[config.mk]
export PLATFORM = sky130hd
export DESIGN_NAME = fetch_unit
export DESIGN_NICKNAME = d
export VERILOG_FILES = /design/src/rtl/fetch_pkg.sv /design/src/rtl/fetch_fifo.sv /design/src/rtl/fetch_unit.sv
export SDC_FILE = /design/constraint.sdc
export NUM_CORES = 1
export LEC_CHECK = 0
export ABC_AREA = 0
export CAP_MARGIN = 20
export CORE_ASPECT_RATIO = 0.75
export CORE_MARGIN = 2
export CORE_UTILIZATION = 45
export CTS_BUF_LIST = sky130_fd_sc_hd__clkbuf_2
export DETAILED_ROUTE_END_ITERATION = 8
export GPL_TIMING_DRIVEN = 1
export PLACE_DENSITY = 0.69
export SETUP_SLACK_MARGIN = 0.02
export SYNTH_ARGS = -nofsm -noshare
export SYNTH_HDL_FRONTEND = slang
export SYNTH_SLANG_ARGS = --single-unit
[constraint.sdc]
create_clock -name clk -period 10.6 [get_ports clk]
set_input_delay 1.06 -clock clk [delete_from_list [all_inputs] [get_ports clk]]
set_output_delay 1.06 -clock clk [all_outputs]
set_load 0.005 [all_outputs]
[src/rtl/fetch_pkg.sv]
// Shared definitions for the instruction-fetch front end.
//   XLEN          : architectural register / address width
//   NOP_INSTR     : canonical RV32I NOP (addi x0, x0, 0) shown to ID when idle
//   fetch_entry_t : one buffered fetch {pc, instr}
//   word_align    : clears the two low address bits of a fetch target
package fetch_pkg;

   localparam int XLEN = 32;
   localparam logic [XLEN-1:0] NOP_INSTR = 32'h0000_0013;

   typedef struct packed {
      logic [XLEN-1:0] pc;
      logic [XLEN-1:0] instr;
   } fetch_entry_t;

   function automatic logic [XLEN-1:0] word_align(input logic [XLEN-1:0] addr);
      return {addr[XLEN-1:2], 2'b00};
   endfunction

endpackage

[src/rtl/fetch_fifo.sv]
// Small synchronous FIFO of fetch_entry_t, used both as the prefetch buffer
// and as the pc-tag queue for requests still owed by memory.
//   clk_i, rst_ni : clock, asynchronous active-low reset
//   push_i        : write push_data_i at the tail
//   pop_i         : drop the head entry (caller guarantees non-empty)
//   flush_i       : empty the queue this cycle; overrides push and pop
//   head_o        : current head entry (stale when count_o is zero)
//   count_o       : number of valid entries, 0..DEPTH
module fetch_fifo
   import fetch_pkg::*;
#(
   parameter  int DEPTH = 2,
   localparam int AW    = $clog2(DEPTH),
   localparam int CW    = AW + 1
) (
   input  logic         clk_i,
   input  logic         rst_ni,
   input  logic         push_i,
   input  fetch_entry_t push_data_i,
   input  logic         pop_i,
   input  logic         flush_i,
   output fetch_entry_t head_o,
   output logic [CW-1:0] count_o
);

   fetch_entry_t  mem_q [DEPTH];
   logic [AW-1:0] wr_ptr_q, wr_ptr_d;
   logic [AW-1:0] rd_ptr_q, rd_ptr_d;
   logic [CW-1:0] count_q, count_d;

   // Pointer and occupancy next-state; DEPTH is a power of two so pointers wrap naturally.
   always_comb begin
      wr_ptr_d = wr_ptr_q;
      rd_ptr_d = rd_ptr_q;
      count_d  = count_q;
      if (flush_i) begin
         wr_ptr_d = '0;
         rd_ptr_d = '0;
         count_d  = '0;
      end else begin
         if (push_i) begin
            wr_ptr_d = wr_ptr_q + AW'(1'b1);
         end else begin
            wr_ptr_d = wr_ptr_q;
         end
         if (pop_i) begin
            rd_ptr_d = rd_ptr_q + AW'(1'b1);
         end else begin
            rd_ptr_d = rd_ptr_q;
         end
         count_d = count_q + CW'(push_i) - CW'(pop_i);
      end
   end

   // Pointer, count and entry storage registers.
   always_ff @(posedge clk_i or negedge rst_ni) begin
      if (!rst_ni) begin
         wr_ptr_q <= '0;
         rd_ptr_q <= '0;
         count_q  <= '0;
         for (int i = 0; i < DEPTH; i++) begin
            mem_q[i] <= '0;
         end
      end else begin
         wr_ptr_q <= wr_ptr_d;
         rd_ptr_q <= rd_ptr_d;
         count_q  <= count_d;
         if (push_i && !flush_i) begin
            mem_q[wr_ptr_q] <= push_data_i;
         end
      end
   end

   assign head_o  = mem_q[rd_ptr_q];
   assign count_o = count_q;

endmodule

[src/rtl/fetch_unit.sv]
// Instruction-fetch front end: PC generator, ready/valid memory port,
// in-order prefetch buffer, ID stall back-pressure and redirect/flush.
//   clk, reset (async, active-low)
//   imem_req_valid/addr/ready : request port (addr held while not accepted)
//   imem_rsp_valid/data       : in-order response port, at most one per cycle
//   redirect, redirect_pc     : one-cycle control-flow change from EX
//   id_ready                  : ID accepts the presented instruction
//   id_valid/instr/pc/pcplus4 : head of the prefetch buffer toward IF/ID
module fetch_unit
   import fetch_pkg::*;
#(
   parameter logic [XLEN-1:0] RESET_PC  = 32'h0000_0000,
   parameter int              BUF_DEPTH = 2
) (
   input  logic            clk,
   input  logic            reset,
   output logic            imem_req_valid,
   output logic [XLEN-1:0] imem_req_addr,
   input  logic            imem_req_ready,
   input  logic            imem_rsp_valid,
   input  logic [XLEN-1:0] imem_rsp_data,
   input  logic            redirect,
   input  logic [XLEN-1:0] redirect_pc,
   input  logic            id_ready,
   output logic            id_valid,
   output logic [XLEN-1:0] id_instr,
   output logic [XLEN-1:0] id_pc,
   output logic [XLEN-1:0] id_pcplus4
);

   localparam int CW = $clog2(BUF_DEPTH) + 1;
   localparam int OW = CW + 1;

   logic [XLEN-1:0] pc_q, pc_d;
   logic [XLEN-1:0] last_pc_q, last_pc_d;
   logic [CW-1:0]   inflight_q, inflight_d;
   logic [CW-1:0]   discard_q, discard_d;

   fetch_entry_t    buf_head_s, buf_push_s, tag_head_s, tag_push_s;
   logic [CW-1:0]   buf_count_s, tag_count_s;
   logic [OW-1:0]   occupancy_s;
   logic            valid_s, pop_s, req_valid_s, accept_s;
   logic            rsp_live_s, drop_s, deliver_s;

   // Issue credit, response routing and next-state for pc and counters.
   always_comb begin
      valid_s     = (buf_count_s != '0);
      pop_s       = valid_s & id_ready & ~redirect;
      // Buffered plus owed words, after this cycle's pop, must leave a free slot.
      occupancy_s = OW'(buf_count_s) + OW'(inflight_q) - OW'(pop_s);
      req_valid_s = reset & ~redirect & (occupancy_s < OW'(BUF_DEPTH));
      accept_s    = req_valid_s & imem_req_ready;
      // A word with nothing outstanding is stale (e.g. issued before reset).
      rsp_live_s  = imem_rsp_valid & (inflight_q != '0);
      drop_s      = rsp_live_s & (discard_q != '0);
      deliver_s   = rsp_live_s & (discard_q == '0) & (tag_count_s != '0) & ~redirect;

      tag_push_s       = '{pc: pc_q, instr: NOP_INSTR};
      buf_push_s       = tag_head_s;
      buf_push_s.instr = imem_rsp_data;

      inflight_d = inflight_q + CW'(accept_s) - CW'(rsp_live_s);

      if (redirect) begin
         // Every word still owed after this cycle belongs to the old path.
         discard_d = inflight_q - CW'(rsp_live_s);
      end else if (drop_s) begin
         discard_d = discard_q - CW'(1'b1);
      end else begin
         discard_d = discard_q;
      end

      if (redirect) begin
         pc_d = word_align(redirect_pc);
      end else if (accept_s) begin
         pc_d = pc_q + 32'd4;
      end else begin
         pc_d = pc_q;
      end

      if (pop_s) begin
         last_pc_d = buf_head_s.pc;
      end else begin
         last_pc_d = last_pc_q;
      end
   end

   // Fetch pc, last consumed pc and in-flight / discard counters.
   always_ff @(posedge clk or negedge reset) begin
      if (!reset) begin
         pc_q       <= RESET_PC;
         last_pc_q  <= '0;
         inflight_q <= '0;
         discard_q  <= '0;
      end else begin
         pc_q       <= pc_d;
         last_pc_q  <= last_pc_d;
         inflight_q <= inflight_d;
         discard_q  <= discard_d;
      end
   end

   fetch_fifo #(.DEPTH(BUF_DEPTH)) u_tag_q (
      .clk_i       (clk),
      .rst_ni      (reset),
      .push_i      (accept_s),
      .push_data_i (tag_push_s),
      .pop_i       (deliver_s),
      .flush_i     (redirect),
      .head_o      (tag_head_s),
      .count_o     (tag_count_s)
   );

   fetch_fifo #(.DEPTH(BUF_DEPTH)) u_buf (
      .clk_i       (clk),
      .rst_ni      (reset),
      .push_i      (deliver_s),
      .push_data_i (buf_push_s),
      .pop_i       (pop_s),
      .flush_i     (redirect),
      .head_o      (buf_head_s),
      .count_o     (buf_count_s)
   );

   assign imem_req_valid = req_valid_s;
   assign imem_req_addr  = pc_q;
   assign id_valid       = valid_s;
   assign id_instr       = valid_s ? buf_head_s.instr : NOP_INSTR;
   assign id_pc          = valid_s ? buf_head_s.pc : last_pc_q;
   assign id_pcplus4     = id_pc + 32'd4;

endmodule

==> results.md <==
* Status: complete, no violations
* Die span in x at 196.2 um
* Total vias in the final route at 9,319
* Routed via count divided by cell count at 5.384
* Crit path arrival time at 5.68 ns
* Number of unique standard cell types used by synthesis at 54
* Mapped Avg Cell Area at 10.90 sq um
* Maximum clock frequency at 148.4 MHz
* Unrepaired setup endpoints after global routing: no
* Placeable core area at 27,130 sq um
* Post-synthesis register bit count at 256
* Proportion of layout cells with a drive suffix above 1 at 19.00%
* Synthesized cell area at 12,460 sq um
* Static Leakage at 6.788 nW
* Overall global routing resource usage at 20.97%
* # rows at 52
* Fin crit period at 6.740 ns
* Yosys warning total at 0
* Slew of the pin with the lowest slew margin at 1.054 ns
* Share of power burned in combinational logic at 33.5%
* Setup Viol. Count Final at 0
* DRC marker count from the first detailed-route iteration at 577
* Overflow left after global routing at 0
* Post-Syn Instances at 1,144
* Internal at 2.027 mW
* Power spent charging and discharging nets at 1.021 mW
* Area enclosed by the die boundary at 29,060 sq um
* Cts-stage hold buffer count at 0
* Power Density at 201.4 nW/um^2
* Antenna violations before repair at 1
* Launching point of the worst reg2reg path: u_buf.count_o[0]$_DFF_PN0_
* Clock Latency Late Sink at 0.83 ns
* Kind of start point of the critical path: flop
* Detailed-placement wirelength estimate at 19,690 um
* Maximum resistive drop on vdd at 0.00006881 V
* Slack of the worst reg-to-reg path at 4.83 ns
* Wire length of the first global-routing pass at 48,700 um
* Final weighted congestion in routability-driven placement at 0.7881
* Reg-to-Reg End: imem_req_addr[27]$_DFFE_PN0P_
* Setup crit end kind: output pin
* Part of the total power dissipated in the clock network at 22.1%
* Hold Worst Slack at 0.3021 ns
* Largest buffer count on any clock path at 3
* Clock Sink Count at 256
* Maximum number of pins on one net before global-route repair at 123
* Max-slew headroom at the worst pin at 29.72%
* I/O pin total at 200
* Number of cells on the worst reg-to-reg path at 17
* Number of optimization iterations in the first detailed-route pass at 6
* H-tree lvl count at 3
* Initial core utilization at 45.94%
* Part of the power in registers at 44.4%
* Growth of design area from synthesis to finish at 21.42%
* Number of buffers created by CTS at 66
* Via count of the first global-routing pass at 8,998
* Portion of synthesized cell area occupied by the leading cell type at 51.40%
* Source of the critical timing path: u_buf.count_o[0]$_DFF_PN0_
* WL/cell at 17.23 um
* Cells taking the most area after synthesis: sky130_fd_sc_hd__dfrtp_1, sky130_fd_sc_hd__mux2_2, sky130_fd_sc_hd__mux2i_1
* Chip Height at 148.1 um
* Fraction of synthesis flops using an asynchronous set or reset pin at 100.0%
* Sw frac at 33.48%
* Filler cell count at 2,397
* Min-Delay Path Class: in2async
* Part of the Yosys area used for sequential elements at 51.40%
* DRC violation count after routing at 0
* Required time of the critical path at 9.54 ns
* Biggest fanout along the worst timing path at 60
* Dominant cell type by area after synthesis: sky130_fd_sc_hd__dfrtp_1
* Post CTS Setup Buffer Count at 0
* Clock root cell: sky130_fd_sc_hd__clkbuf_2
* Aggregate negative setup slack at 0 ns
* Antenna Nets Post-Route at 0
* Number of flops mapped to enable cells by yosys at 0
* Maximum clock skew at final layout at 0.1109 ns
* Buffers on Ports at 191
* Hold violation total from the final report at 0
* Maximum Capacitance Violations at 0
* CTS tree: done
* Routed wire length at 29,830 um
* Dominant synthesized flop cell: sky130_fd_sc_hd__dfrtp_1
* Max Slew Vio Count at 0
* Crit Path Class: reg2out
* Clock-pin slew on the worst setup and hold paths at 0.10 ns
* Fin nets at 1,425
* Share of the cycle needed by the critical path after routing at 63.59%
* Resized cells post-CTS at 0
logic make-up (layout without fill, tap and decap cells):
family                     Yosys count  in the layout  synth area share (%)
and+or+nand+nor                    305            305                 11.87
adders and majority gates           12             12                 1.265
muxes                              216            216                 18.58
xor gates and xnor gates            41             41                 2.881
DFF                                256            256                 51.40
AOI/OAI and AO/OA                  195            195                 9.516
buffers and inverters              118            348                 4.467
other                                1              7               0.03009
how the worst max path moves through the flow:
stage	endpoint	slack (ns)	depth (start not counted)
after floorplan	inflight_q[1]$_DFF_PN0_	6.27	16
after global placement	imem_req_valid	4.64	13
after detailed placement	imem_req_valid	4.66	13
after CTS	imem_req_valid	3.72	13
after global routing	imem_req_valid	3.48	13
final	imem_req_valid	3.86	13
state kept, by name, indices dropped and copies added (netlist names), 2 cells and up:
name / count
discard_q: 2
imem_req_addr: 30
inflight_q: 2
last_pc_q: 30
u_buf.count_o: 2
u_buf.mem_q: 124
u_tag_q.count_o: 2
u_tag_q.mem_q: 60
power by group through the flow:
| stage | clock network (mW) | logic, mW | registers (mW) |
|---|---|---|---|
| after floorplan | 0 | 0.592 | 1.33 |
| after global placement | 0 | 0.998 | 1.36 |
| after detailed placement | 0 | 1.02 | 1.37 |
| after CTS | 0.696 | 1.03 | 1.35 |
| after global routing | 0.749 | 1.13 | 1.39 |
| final | 0.674 | 1.02 | 1.35 |
cell type report:
class / count / area (sq um) / share of cell area [%]
Antenna cell: 1 / 2.502 / 0.01653
Clock buffer: 94 / 470.5 / 3.108
Clock inverter: 10 / 95.09 / 0.6283
Inverter: 40 / 150.1 / 0.9921
Multi-Input combinational cell: 775 / 5538 / 36.59
Sequential cell: 256 / 6410 / 42.35
Tap cell: 351 / 439.2 / 2.902
Timing Repair Buffer: 204 / 2029 / 13.41
routing by layer:
metal	global-route usage (%)	part of all wire [%]	wire length, um	up-vias
li1	-	-	-	4410
met5	0	0	0	-
met3	3.628	5.9	1751	39
met2	28.02	41	12300	311
met4	6.553	1.3	378	0
met1	34.03	52	15400	4559
placed cells by master, fill, tap and decap left out, types with 4 or more instances in the layout:
cell type | synthesis | routed
sky130_fd_sc_hd__nand3_1 | 16 | 16
sky130_fd_sc_hd__a221o_1 | 8 | 8
sky130_fd_sc_hd__o211ai_1 | 8 | 8
sky130_fd_sc_hd__and3_1 | 6 | 6
sky130_fd_sc_hd__nand4_1 | 8 | 8
sky130_fd_sc_hd__ha_1 | 11 | 11
sky130_fd_sc_hd__nand2_1 | 55 | 55
sky130_fd_sc_hd__clkdlybuf4s50_1 | 0 | 189
sky130_fd_sc_hd__conb_1 | 1 | 6
sky130_fd_sc_hd__dfrtp_1 | 256 | 255
sky130_fd_sc_hd__a31oi_1 | 4 | 4
sky130_fd_sc_hd__o311ai_0 | 13 | 13
sky130_fd_sc_hd__a21oi_1 | 105 | 105
sky130_fd_sc_hd__a21o_1 | 20 | 20
sky130_fd_sc_hd__and2_1 | 5 | 4
sky130_fd_sc_hd__xnor2_1 | 31 | 31
sky130_fd_sc_hd__mux2_2 | 123 | 123
sky130_fd_sc_hd__clkbuf_2 | 0 | 94
sky130_fd_sc_hd__nor4_1 | 5 | 5
sky130_fd_sc_hd__nor3_1 | 38 | 37
sky130_fd_sc_hd__clkinv_1 | 1 | 6
sky130_fd_sc_hd__nor2_1 | 150 | 148
sky130_fd_sc_hd__mux2i_1 | 93 | 93
sky130_fd_sc_hd__buf_4 | 10 | 12
sky130_fd_sc_hd__xor2_1 | 10 | 10
sky130_fd_sc_hd__o21ai_0 | 25 | 25
sky130_fd_sc_hd__inv_1 | 38 | 38
cell usage after synthesis, drive strengths merged (16+ instances only):
cell type,count
dfrtp,256
nand2,55
nor2,151
inv,39
nor3,39
clkbuf,31
a21oi,108
mux2i,93
xnor2,31
o21ai,25
a21o,21
mux2,123
nand3,16
buf,47
stage by stage:
stage	instance area [sq um]	std cells	total power, mW	util (%)	setup slack (ns)
finish	15130	1731	3.048	55.78	3.860
detailed placement	14540	1625	2.395	53.59	4.656
global placement	14540	1625	2.360	53.59	4.640
CTS	15100	1729	3.076	55.67	3.722
floorplan	12480	1149	1.919	-	6.273
global route	15130	1731	3.261	55.78	3.485
critical path, stage by stage, from the launching register on:
cell and delay (ns):
sky130_fd_sc_hd__dfrtp_1 0.37, sky130_fd_sc_hd__buf_4 0.25, sky130_fd_sc_hd__nor2_4 0.68, sky130_fd_sc_hd__inv_2 0.54
sky130_fd_sc_hd__nand2_1 0.31, sky130_fd_sc_hd__nor2_4 0.03, sky130_fd_sc_hd__buf_4 0.31, sky130_fd_sc_hd__ha_1 0.35
sky130_fd_sc_hd__inv_1 0.08, sky130_fd_sc_hd__nand2_1 0.07, sky130_fd_sc_hd__fa_1 0.38, sky130_fd_sc_hd__xnor2_1 0.14
sky130_fd_sc_hd__nor3_1 0.70, sky130_fd_sc_hd__clkdlybuf4s50_1 0.65
Power figures use the tool's default switching activity.
